## src/rtl/dlfloat16_dot_seq.sv

```systemverilog
// dlfloat16_dot_seq: sequencer that drives a registered DLFloat16 MAC to
// compute a dot product over a stream of operand pairs. Each registered MAC
// result is fed back as the addend of the next operation. The final sum and
// the OR of all MAC flags are presented on a valid/ready result port.
//
// Optional feature macro: DLF_DOT_ABORT_EN
//   When defined, an overflow flag reported by the MAC stops further issue.
//   The remaining operand pairs are drained from the stream without being
//   issued, and res_count reports only the pairs that were issued.
//
// Handshakes: a transfer happens on a rising clk edge where valid and ready
// are both high. op_ready and res_valid are decoded from registered state
// only, so they never depend combinationally on op_valid or res_ready.
module dlfloat16_dot_seq #(
    parameter int LEN_W = 8
) (
    input  logic             clk,
    input  logic             rst_n,
    input  logic             start,
    input  logic [LEN_W-1:0] len,
    input  logic [15:0]      acc_init,
    input  logic             op_valid,
    output logic             op_ready,
    input  logic [15:0]      op_a,
    input  logic [15:0]      op_b,
    output logic [15:0]      mac_a,
    output logic [15:0]      mac_b,
    output logic [15:0]      mac_d,
    output logic [3:0]       mac_ena,
    input  logic [31:0]      mac_c,
    input  logic [4:0]       mac_flags,
    output logic             res_valid,
    input  logic             res_ready,
    output logic [15:0]      res_data,
    output logic [4:0]       res_flags,
    output logic [LEN_W-1:0] res_count,
    output logic             busy
);

    typedef enum logic [2:0] {
        S_IDLE    = 3'd0,
        S_ACCEPT  = 3'd1,
        S_EXEC    = 3'd2,
        S_CAPTURE = 3'd3,
        S_DONE    = 3'd4,
        S_DRAIN   = 3'd5
    } state_t;

    localparam logic [3:0] MAC_OP = 4'b1001;

    state_t           state_q, state_d;
    logic [15:0]      acc_q, acc_d;
    logic [4:0]       flags_q, flags_d;
    logic [LEN_W-1:0] cnt_q, cnt_d;
    logic [LEN_W-1:0] len_q, len_d;
    logic [15:0]      a_q, a_d;
    logic [15:0]      b_q, b_d;
    logic [LEN_W-1:0] cnt_inc;

`ifdef DLF_DOT_ABORT_EN
    // Pairs consumed from the stream so far, including drained ones.
    logic [LEN_W-1:0] dcnt_q, dcnt_d;
    logic [LEN_W-1:0] dcnt_inc;
    assign dcnt_inc = dcnt_q + LEN_W'(1);
`endif

    assign cnt_inc = cnt_q + LEN_W'(1);

    // State and datapath registers; reset returns everything to IDLE.
    always_ff @(posedge clk or negedge rst_n) begin
        if (!rst_n) begin
            state_q <= S_IDLE;
            acc_q   <= '0;
            flags_q <= '0;
            cnt_q   <= '0;
            len_q   <= '0;
            a_q     <= '0;
            b_q     <= '0;
        end else begin
            state_q <= state_d;
            acc_q   <= acc_d;
            flags_q <= flags_d;
            cnt_q   <= cnt_d;
            len_q   <= len_d;
            a_q     <= a_d;
            b_q     <= b_d;
        end
    end

`ifdef DLF_DOT_ABORT_EN
    // Drain counter register.
    always_ff @(posedge clk or negedge rst_n) begin
        if (!rst_n) dcnt_q <= '0;
        else        dcnt_q <= dcnt_d;
    end
`endif

    // Next-state, datapath updates and state-decoded outputs.
    always_comb begin
        state_d   = state_q;
        acc_d     = acc_q;
        flags_d   = flags_q;
        cnt_d     = cnt_q;
        len_d     = len_q;
        a_d       = a_q;
        b_d       = b_q;
`ifdef DLF_DOT_ABORT_EN
        dcnt_d    = dcnt_q;
`endif
        op_ready  = 1'b0;
        mac_a     = '0;
        mac_b     = '0;
        mac_d     = '0;
        mac_ena   = 4'b0000;
        res_valid = 1'b0;
        res_data  = '0;
        res_flags = '0;
        res_count = '0;
        busy      = (state_q != S_IDLE);

        case (state_q)
            S_IDLE: begin
                if (start) begin
                    acc_d   = acc_init;
                    flags_d = '0;
                    cnt_d   = '0;
                    len_d   = len;
                    state_d = (len == '0) ? S_DONE : S_ACCEPT;
                end
            end
            S_ACCEPT: begin
                op_ready = 1'b1;
                if (op_valid) begin
                    a_d     = op_a;
                    b_d     = op_b;
                    state_d = S_EXEC;
                end
            end
            S_EXEC: begin
                mac_ena = MAC_OP;
                mac_a   = a_q;
                mac_b   = b_q;
                mac_d   = acc_q;
                state_d = S_CAPTURE;
            end
            S_CAPTURE: begin
                // The MAC result issued in EXEC is registered and visible now.
                acc_d   = mac_c[15:0];
                flags_d = flags_q | mac_flags;
                cnt_d   = cnt_inc;
                state_d = (cnt_inc == len_q) ? S_DONE : S_ACCEPT;
`ifdef DLF_DOT_ABORT_EN
                if (mac_flags[2] && (cnt_inc < len_q)) begin
                    dcnt_d  = cnt_inc;
                    state_d = S_DRAIN;
                end
`endif
            end
`ifdef DLF_DOT_ABORT_EN
            S_DRAIN: begin
                // Consume the rest of the stream without touching the MAC.
                op_ready = 1'b1;
                if (op_valid) begin
                    dcnt_d = dcnt_inc;
                    if (dcnt_inc == len_q) state_d = S_DONE;
                end
            end
`endif
            S_DONE: begin
                res_valid = 1'b1;
                res_data  = acc_q;
                res_flags = flags_q;
                res_count = cnt_q;
                if (res_ready) state_d = S_IDLE;
            end
            default: begin
                state_d = S_IDLE;
            end
        endcase
    end

endmodule

```

## config.mk

```make
export PLATFORM = sky130hd
export DESIGN_NAME = dlfloat16_dot_seq
export DESIGN_NICKNAME = d
export VERILOG_FILES = /design/src/rtl/dlfloat16_dot_seq.sv
export SDC_FILE = /design/constraint.sdc
export NUM_CORES = 1
export LEC_CHECK = 0
export ABC_AREA = 1
export BUFFER_PORTS_ARGS = -buffer_cell sky130_fd_sc_hd__buf_4
export CAP_MARGIN = 20
export CORE_ASPECT_RATIO = 1.1
export CORE_MARGIN = 3
export CORE_UTILIZATION = 50
export DETAILED_ROUTE_END_ITERATION = 12
export GPL_ROUTABILITY_DRIVEN = 0
export HOLD_SLACK_MARGIN = 0.02
export MAX_ROUTING_LAYER = met4
export PLACE_DENSITY = 0.84
export SETUP_SLACK_MARGIN = 0.05
export SLEW_MARGIN = 25
export SYNTH_ARGS = -nofsm -noshare
export SYNTH_HDL_FRONTEND = slang
export SYNTH_SLANG_ARGS = --single-unit
```

## constraint.sdc

```tcl
create_clock -name clk -period 2.8 [get_ports clk]
set_clock_uncertainty 0.2 [all_clocks]
set_input_delay 0.84 -clock clk [delete_from_list [all_inputs] [get_ports clk]]
set_output_delay 0.84 -clock clk [all_outputs]
set_load 0.01 [all_outputs]
```

# Word level (Yosys, flattened, before mapping)
# Index checks and enable logic that the tools add are counted.
# word_totals
reg_bits	72
in_bits	98
output_inout_bits	84
wordCells	46
# classes
add_sub_neg	1
eq_ne	8
mux	21
bitwise	1
reduce_logical	8
# ops
cell	count
$mux 16	5
$pmux 16 s2	1
$mux 8	2
$pmux 8 s2	1
$mux 3	5
$pmux 3 s5	1
$mux 5	2
$pmux 5 s2	1
$add 8x1->8 const B	1
$eq 8x8->1	1
$logic_not 8->1	1
$eq 3x2->1 const B	2
$ne 2x2->1 const B	3
$reduce_and 2->1	3
$or 5x5->5	1
$mux 4	1
$eq 3x1->1 const B	1
$eq 3x3->1 const B	1
$logic_not 3->1	1
$reduce_and 3->1	1
$reduce_bool 3->1	1
$mux 1	2
$reduce_bool 2->1	1

# Logic depth before layout (Yosys ltp)
# Gate-level depths: netlist (run 1).
# logic_depth
word_depth	4
ltp_mapped	14
ltp_nobuf	14

# Worst setup path before layout (run 1)
# OpenSTA, ideal clock, no wires.
# synth_timing
path_type	flip-flop to output port
start	reg state_q[2]
end	out mac_a[10]
t_arrival_ns	1.373
required_ns	1.760
setup_slack_ns	0.387
path_stages_with_launch	6
path_buffers	2
cell_sequence	dfrtp_1 nor3_2 inv_2 buf_2 buf_2 nor2_1
# synth_between
elab_chain_len	2
# synth_rtl
element	line	text
start: declaration	51	state_t state_q, state_d;
start signal: assignment	80	state_q <= state_d;
$eq 3x2->1	121	case (state_q)
$mux 16	121	
end: declaration	26	output logic [15:0] mac_a,
# No other way between the ends.

# Worst setup path in the final report (run 1)
# layout_timing
start	reg state_q[2]
end	out mac_a[15]
# The elaborated chain is that of the path after synthesis.

==> results.yml, run 1 <==
status:
  status: "finished clean"
setup_path:
  path_max_fanout: 49
  critPathLaunch: "state_q[2]"
  worst_path_largest_cell_delay_ns: 0.46
  arrival_ns: 1.61
  rr_startpoint: "cnt_q[0]"
  worst_setup_path_start_kind: "register"
  crit_chain: "nor3_4, inv_6, nor2_1, buf_4"
  critPathSlowestCell: "dfrtp_2"
  critPathKind: "register to output port"
  r2r_setup_slack_ns: 0.80
  crit_path_end_kind: "output port"
  cp.required_ns: 1.76
synthesis:
  yosys_warnings: 0
  synth_area_leader_cell: "dfrtp_1"
  async_flop_share: 1.00
  yosys.cell_types.count: 30
  synth_area_leaders: "dfrtp_1 48%, nor2_1 14%, nand2_1 8.1%"
  synth_edf_count: 0
  avgSynthCellArea_sq_um: 7.33
  synth_cells: 507
  seq_area_frac_synth: 0.485
  synth_seq_cells: 72
  synthFlopType: "dfrtp_1"
  synth_top_area_frac: 0.485
  netlist_area_sq_mm: 0.00372
placement:
  placedCellCount: 734
  place_hpwl_microns: 7830
  numPortBuffers: 163
  pre_cts_slack_ns: 0.271
power_and_ir_drop:
  peakVddDrop_mv: 0.472
  p_sw_frac: 0.400
  power.leakage_nw: 2.90
  power.share.clock: 0.191
  pwr_density_cell_mw_per_mm2: 915
  p_comb_frac: 0.452
  p_switching_mw: 1.90
  seq_power_share: 0.358
  p_int_mw: 2.86
routing:
  post-route-drc-count: 0
  via_per_inst: 5.00
  postRouteAntennaNets: 0
  drt_first_iter_violations: 177
  num_vias: 3747
  firstDrtPassIters: 4
  drt_wl_total_microns: 10500
  wl_per_cell_microns: 14.1
clock_tree:
  cts_tree: "built"
  htreeDepth: 3
  clk_latency_ns: 0.34
  root_buffer: "clkbuf_8"
  cts_buffers: 9
  hold_buffers: 0
  clock-sinks: 72
  clockBufferDepth: 2
  path_clk_slew_ns: 0.08
floorplanning:
  core-area_sq_mm: 0.00713
  pin_count: 182
  die_area_sq_mm: 0.00850
  start_util: 0.521
  die_w_microns: 88.2
  rows: 32
  fp.dieH_microns: 96.4
final_layout:
  syn_to_final_growth_pct: 40.1
  fin_cells: 750
  layout-drive-gt1-share: 0.304
  utilization: 0.730
  antenna_cells: 0
  nets: 759
timing:
  setup_viol: 0
  whs_ns: 0.247
  finalCritPeriodShare: 0.946
  slew_violations: 0
  period_needed_ns: 2.65
  rsz0062_at_grt: "false"
  layout_setup_ws_ns: 0.151
  fmax_mhz: 378
  final_hold_viol_count: 0
  finalSetupTns_ns: 0
global_route:
  grt_pass1_wl_microns: 15900
  antenna_found_initial: 0
  gr-total-overflow: 0
  grt_usage: 0.252
  grt_pass1_vias: 3425
  grt_start_max_net_pins: 65
job:
  drv_cap: 0
worst_hold_path:
  hold_class: "input port to asynchronous set/reset pin"
==> stage by stage <==
step | power [mW] | cell area [sq um]
after floorplan | 3.06 | 3720
after global placement | 3.78 | 4970
after global routing | 5.14 | 5200
after CTS | 4.80 | 5200
after detailed placement | 3.87 | 4970
final | 4.76 | 5200
==> synth_stat cells, drive strengths merged, types with 4 or more instances <==
master	instances
inv	81
nand3	13
buf	18
o22ai	5
a31oi	16
nand3b	4
dfrtp	72
o21ai	22
clkbuf	8
nand2	84
a21oi	33
nor2	137
==> worst paths after layout <==
path | to | depth (start not counted)
min in group clk | b_q[4] | 2
hold / removal | b_q[10] | 1
max in group asynchronous | b_q[12] | 2
setup reg to reg | state_q[0] | 12
hold reg to reg | b_q[4] | 2
setup / recovery | mac_a[15] | 4
==> critical path: cells and delay by family, from the launching register on <==
kind / cells / cell delay (ns)
buffers and inverters: 2 / 0.33
AND/OR/NAND/NOR: 2 / 0.48
flip-flops: 1 / 0.46
==> flip-flops by register name, indices dropped and copies added, names as in the netlist <==
signal / cells
cnt_q: 8
len_q: 8
b_q: 16
acc_q: 16
a_q: 16
state_q: 3
flags_q: 5
==> cell usage in the layout, fill, tap and decap left out <==
| cell | netlist | routed |
|---|---|---|
| a31oi_1 | 16 | 16 |
| clkinvlp_4 | 0 | 1 |
| buf_4 | 4 | 165 |
| xor2_1 | 1 | 1 |
| o21bai_1 | 1 | 1 |
| xnor2_1 | 1 | 1 |
| ha_1 | 1 | 1 |
| conb_1 | 1 | 2 |
| nor2_2 | 3 | 3 |
| nor2_1 | 134 | 134 |
| nand4_1 | 3 | 3 |
| a21oi_1 | 33 | 33 |
| nor3_4 | 1 | 2 |
| nand2_4 | 2 | 2 |
| o22ai_1 | 5 | 5 |
| o21ai_0 | 22 | 22 |
| clkinv_2 | 0 | 3 |
| or2_2 | 1 | 1 |
| inv_2 | 7 | 5 |
| or2_1 | 1 | 1 |
| dfrtp_2 | 0 | 1 |
| nand3b_1 | 4 | 4 |
| dfrtp_1 | 72 | 71 |
| o211ai_1 | 1 | 1 |
| buf_12 | 0 | 2 |
| inv_6 | 0 | 1 |
| nor3_2 | 2 | 1 |
| clkbuf_8 | 0 | 10 |
| inv_4 | 0 | 1 |
| bufinv_16 | 0 | 2 |
| nand2_1 | 80 | 80 |
| nand3_1 | 13 | 13 |
| inv_1 | 74 | 74 |
| nand2_2 | 2 | 2 |
==> cell type report <==
class	instances	area (sq um)
Clock buffer	10	138
Clock inverter	6	82.6
Fill cell	570	1920
Inverter	81	312
Multi-Input combinational cell	329	1490
Sequential cell	72	1800
Tap cell	85	106
Timing Repair Buffer	167	1280
==> metal layers <==
metal / track usage / part of all wire / vias to the layer above
li1: - / - / 1864
met1: 0.292 / 0.40 / 1734
met2: 0.425 / 0.50 / 131
met3: 0.0594 / 0.077 / 18
met4: 0.0945 / 0.022 / 0
met5: - / 0 / -
==> power by group through the flow <==
stage          clock network [mW]  logic, mW  registers, mW
2_1_floorplan                   0       1.40           1.66
3_3_place_gp                    0       2.08           1.69
3_5_place_dp                    0       2.15           1.72
4_1_cts                     0.926       2.17           1.71
5_1_grt                     0.976       2.41           1.75
6_report                    0.908       2.15           1.70
==> repair_timing <==
action                     CTS  global route
pin swaps                    0             0
setup buffers                0             0
setup endpoints to repair   48            32
gates resized for setup      3             3
==> cells by family after synthesis <==
group / Yosys count / share of synthesized area
simple gates: 246 / 0.274
flops: 72 / 0.485
other cells: 1 / 0.00101
buf+inv: 107 / 0.118
xor+xnor: 2 / 0.00471
compound gates: 78 / 0.113
fa+ha+maj: 1 / 0.00337
Note: power is estimated with default switching activity, not from simulation.
==> run 2: changes to the inputs <==
==> constraint.sdc (replaced) <==
create_clock -name clk -period 2.8 [get_ports clk]
set_clock_uncertainty 0.2 [all_clocks]
set_input_delay 0.56 -clock clk [delete_from_list [all_inputs] [get_ports clk]]
set_output_delay 0.56 -clock clk [all_outputs]
set_load 0.01 [all_outputs]
==> results.yml, run 2 (synthesized netlist as in run 1, its figures left out) <==
timing:
  final_hold_viol_count: 0
  max_slew.worst_pin.slew_ns: 0.879
  relSlewSlack: 0.414
  whs_ns: 0.138
  finalSetupTns_ns: 0
  period_needed_ns: 2.58
  fmax_mhz: 387
  rsz0062_at_grt: "false"
  setup_viol: 0
  slew_violations: 0
  finalCritPeriodShare: 0.922
clock_tree:
  cts_buffers: 9
  clock-sinks: 72
  clk_latency_ns: 0.33
  clockBufferDepth: 2
  root_buffer: "clkbuf_8"
  htreeDepth: 3
  hold_buffers: 0
  cts_tree: "built"
  path_clk_slew_ns: 0.07
setup_path:
  crit_chain: "nor3_4, inv_4, nor2_1, buf_4"
  arrival_ns: 1.82
  path_max_fanout: 49
  cp_top_family: "simple AND/OR/NAND/NOR gates"
  crit_path_end_kind: "output port"
  critPathKind: "register to output port"
  worst_path_largest_cell_delay_ns: 0.48
  crit_buf_inv: 2
  critPathSlowestCell: "dfrtp_1"
  worst_setup_path_start_kind: "register"
  cp.required_ns: 2.04
  r2r_setup_slack_ns: 0.76
routing:
  drt_first_iter_violations: 200
  firstDrtPassIters: 5
  postRouteAntennaNets: 0
  drt_wl_total_microns: 10300
  num_vias: 3742
  post-route-drc-count: 0
  wl_per_cell_microns: 13.7
  via_per_inst: 5.01
power_and_ir_drop:
  p_comb_frac: 0.460
  p_switching_mw: 1.87
  p_sw_frac: 0.405
  peakVddDrop_mv: 0.699
  p_int_mw: 2.75
  seq_power_share: 0.369
  pwr_density_cell_mw_per_mm2: 900
  power.share.clock: 0.171
  power.leakage_nw: 2.86
floorplanning:
  die_area_sq_mm: 0.00850
  rows: 32
  core-area_sq_mm: 0.00713
  die_w_microns: 88.2
  start_util: 0.521
  pin_count: 182
  fp.dieH_microns: 96.4
global_route:
  grt_start_max_net_pins: 73
  gr-total-overflow: 0
  grt_usage: 0.247
  antenna_found_initial: 0
  grt_pass1_vias: 3342
  grt_pass1_wl_microns: 15600
final_layout:
  antenna_cells: 0
  seqCellArea_sq_mm: 0.00180
  largestRegisters: "a_q x16, acc_q x16, b_q x16"
  nets: 757
  syn_to_final_growth_pct: 37.9
  fillers: 580
  layout-drive-gt1-share: 0.296
  design_area_sq_mm: 0.00513
  multi_input_area_sq_mm: 0.00149
  layout_commonest_cell: "buf_4"
  most-common-layout-cells: "165 x buf_4, 134 x nor2_1, 80 x nand2_1"
placement:
  postPlaceCellArea_sq_mm: 0.00493
  numPortBuffers: 163
  place_hpwl_microns: 7460
job:
  drv_cap: 0
status:
  status: "finished clean"
worst_hold_path:
  hold_class: "input port to asynchronous set/reset pin"
-- run 2: cell types whose count changed in the layout (fill, tap and decap cells not counted) --
cell | before | now
dfrtp_2 | 1 | 0
clkinv_2 | 3 | 1
clkbuf_1 | 0 | 2
inv_2 | 5 | 6
inv_6 | 1 | 0
buf_12 | 2 | 0
dfrtp_1 | 71 | 72
bufinv_16 | 2 | 1
-- run 2: path summary, 6_finish.rpt --
| kind | end | cells after the start | from |
|---|---|---|---|
| setup / recovery | mac_a[3] | 4 | state_q[2] |
| hold / removal | b_q[10] | 1 | rst_n |
| setup reg to reg | state_q[0] | 12 | cnt_q[0] |
| hold reg to reg | flags_q[4] | 2 | flags_q[4] |
| max in group asynchronous | acc_q[14] | 1 | rst_n |
| min in group clk | flags_q[1] | 3 | mac_flags[1] |
-- run 2: cell type report --
type                            instances  share of cell area
Clock buffer                           12              0.0283
Multi-Input combinational cell        329               0.290
Clock inverter                          3             0.00830
Inverter                               81              0.0598
Sequential cell                        72               0.351
Tap cell                               85              0.0207
Timing Repair Buffer                  165               0.242
-- run 2: routing by layer --
layer / track usage / part of all wire
met1: 0.302 / 0.41
met4: 0.0680 / 0.011
met3: 0.0517 / 0.079
met5: - / 0
met2: 0.417 / 0.50
-- run 2: repair_timing --
item,in CTS,in global routing
resized for setup,1,1
pin swaps,0,0
buffers inserted,0,0
endpoints found under the setup margin,48,48
-- run 2: power by group through the flow --
| stage | Clock (mW) | Sequential [mW] | Combinational, mW |
|---|---|---|---|
| after detailed placement | 0 | 1.71 | 2.13 |
| after floorplan | 0 | 1.66 | 1.40 |
| after global routing | 0.864 | 1.75 | 2.38 |
| after global placement | 0 | 1.70 | 2.06 |
| after CTS | 0.806 | 1.70 | 2.14 |
| final | 0.790 | 1.70 | 2.12 |
-- run 2: through the flow --
stage,power [mW],utilization,setup slack (ns),std cells
after floorplan,3.06,-,0.667,508
after global placement,3.75,0.692,0.425,732
after detailed placement,3.84,0.692,0.330,732
after CTS,4.64,0.718,0.0546,747
after global routing,4.99,0.719,0.103,747
final,4.61,0.719,0.218,747
==> run 3: changes to the inputs <==
- CAP_MARGIN: 20 -> 10
- PLACE_DENSITY: 0.84 -> not set
- PLACE_DENSITY_LB_ADDON: not set -> 0.15
==> results.yml, run 3 (synthesized netlist as in run 1, its figures left out) <==
global_route:
  antenna_found_initial: 0
  grt_start_max_net_pins: 73
  gr-total-overflow: 0
  grt_usage: 0.246
  grt_pass1_wl_microns: 15800
  grt_pass1_vias: 3574
setup_path:
  path_max_fanout: 49
  crit_path_end_kind: "output port"
  arrival_ns: 1.77
  reg2reg_depth: 12
  worst_setup_path_start_kind: "register"
  cp.required_ns: 2.04
  critPathKind: "register to output port"
timing:
  finalSetupTns_ns: 0
  relSlewSlack: 0.392
  final_hold_viol_count: 0
  max_slew.worst_pin.slew_ns: 0.911
  whs_ns: 0.134
  period_needed_ns: 2.53
  setup_viol: 0
  finalCritPeriodShare: 0.903
  slew_violations: 0
  rsz0062_at_grt: "false"
  fmax_mhz: 396
floorplanning:
  fp.dieH_microns: 96.4
  start_util: 0.521
  core-area_sq_mm: 0.00713
  pin_count: 182
  die_w_microns: 88.2
  die_area_sq_mm: 0.00850
  rows: 32
final_layout:
  utilization: 0.729
  largestRegisters: "a_q x16, acc_q x16, b_q x16"
  syn_to_final_growth_pct: 39.7
  most-common-layout-cells: "165 x buf_4, 134 x nor2_1, 80 x nand2_1"
  antenna_cells: 0
  nets: 757
  layout-drive-gt1-share: 0.299
  layout_commonest_cell: "buf_4"
job:
  drv_cap: 0
clock_tree:
  clk_latency_ns: 0.35
  hold_buffers: 0
  cts_resized: 1
  htreeDepth: 3
  cts_buffers: 9
  root_buffer: "clkbuf_8"
  clockBufferDepth: 2
  cts_tree: "built"
  clock-sinks: 72
  path_clk_slew_ns: 0.08
  cts_setup_buffers: 0
worst_hold_path:
  hold_class: "input port to asynchronous set/reset pin"
routing:
  wl_per_cell_microns: 13.6
  postRouteAntennaNets: 0
  drt_first_iter_violations: 150
  firstDrtPassIters: 4
  drt_wl_total_microns: 10100
  post-route-drc-count: 0
  num_vias: 3714
  via_per_inst: 4.97
power_and_ir_drop:
  power.leakage_nw: 2.89
  pwr_density_cell_mw_per_mm2: 931
  peakVddDrop_mv: 0.761
status:
  status: "finished clean"
placement:
  place_hpwl_microns: 7270
  numPortBuffers: 163
[run 3: changes by cell type in the layout (fill, tap and decap cells not counted), sizes merged]
| cell | change |
|---|---|
| clkinv | -1 |
| bufinv | +2 |
| clkinvlp | -1 |
| inv | +1 |
[run 3: critical path: stages (launching register included)]
cell,delay [ns]
dfrtp_1,0.47
nor3_4,0.35
inv_4,0.25
nor2_1,0.18
buf_4,0.14
[run 3: per-stage QoR]
step | area [sq um] | cells | setup slack, ns | power, mW
2_1_floorplan | 3720 | 508 | 0.667 | 3.06
3_3_place_gp | 4930 | 732 | 0.443 | 3.73
3_5_place_dp | 4930 | 732 | 0.385 | 3.81
4_1_cts | 5190 | 748 | 0.110 | 4.85
5_1_grt | 5190 | 748 | 0.166 | 5.23
6_report | 5190 | 748 | 0.273 | 4.83
[run 3: worst paths after layout]
path                         endpoint  slack [ns]    startpoint
hold reg to reg                a_q[0]        0.31        a_q[0]
setup reg to reg           state_q[0]        0.77      cnt_q[0]
max in group asynchronous    cnt_q[2]        1.66         rst_n
setup / recovery             mac_b[4]        0.27    state_q[2]
min in group clk           flags_q[2]        0.25  mac_flags[2]
hold / removal               acc_q[9]        0.13         rst_n
[run 3: cell type report]
type                            count  area, sq um
Clock buffer                       12          155
Clock inverter                      4         98.8
Fill cell                         578         1930
Inverter                           81          307
Multi-Input combinational cell    329         1490
Sequential cell                    72         1800
Tap cell                           85          106
Timing Repair Buffer              165         1240
[run 3: report_power, final]
group	leakage, nW	internal (mW)	switching (mW)
Clock	0.127	0.645	0.397
Sequential	0.834	1.48	0.221
Combinational	1.93	0.832	1.26
Total	2.89	2.96	1.88
[run 3: metal layers]
layer	share of wire	up-vias	global-route usage
met2	0.53	113	0.432
met5	0	-	-
met4	0.021	0	0.110
li1	-	1856	-
met1	0.40	1726	0.281
met3	0.055	19	0.0322
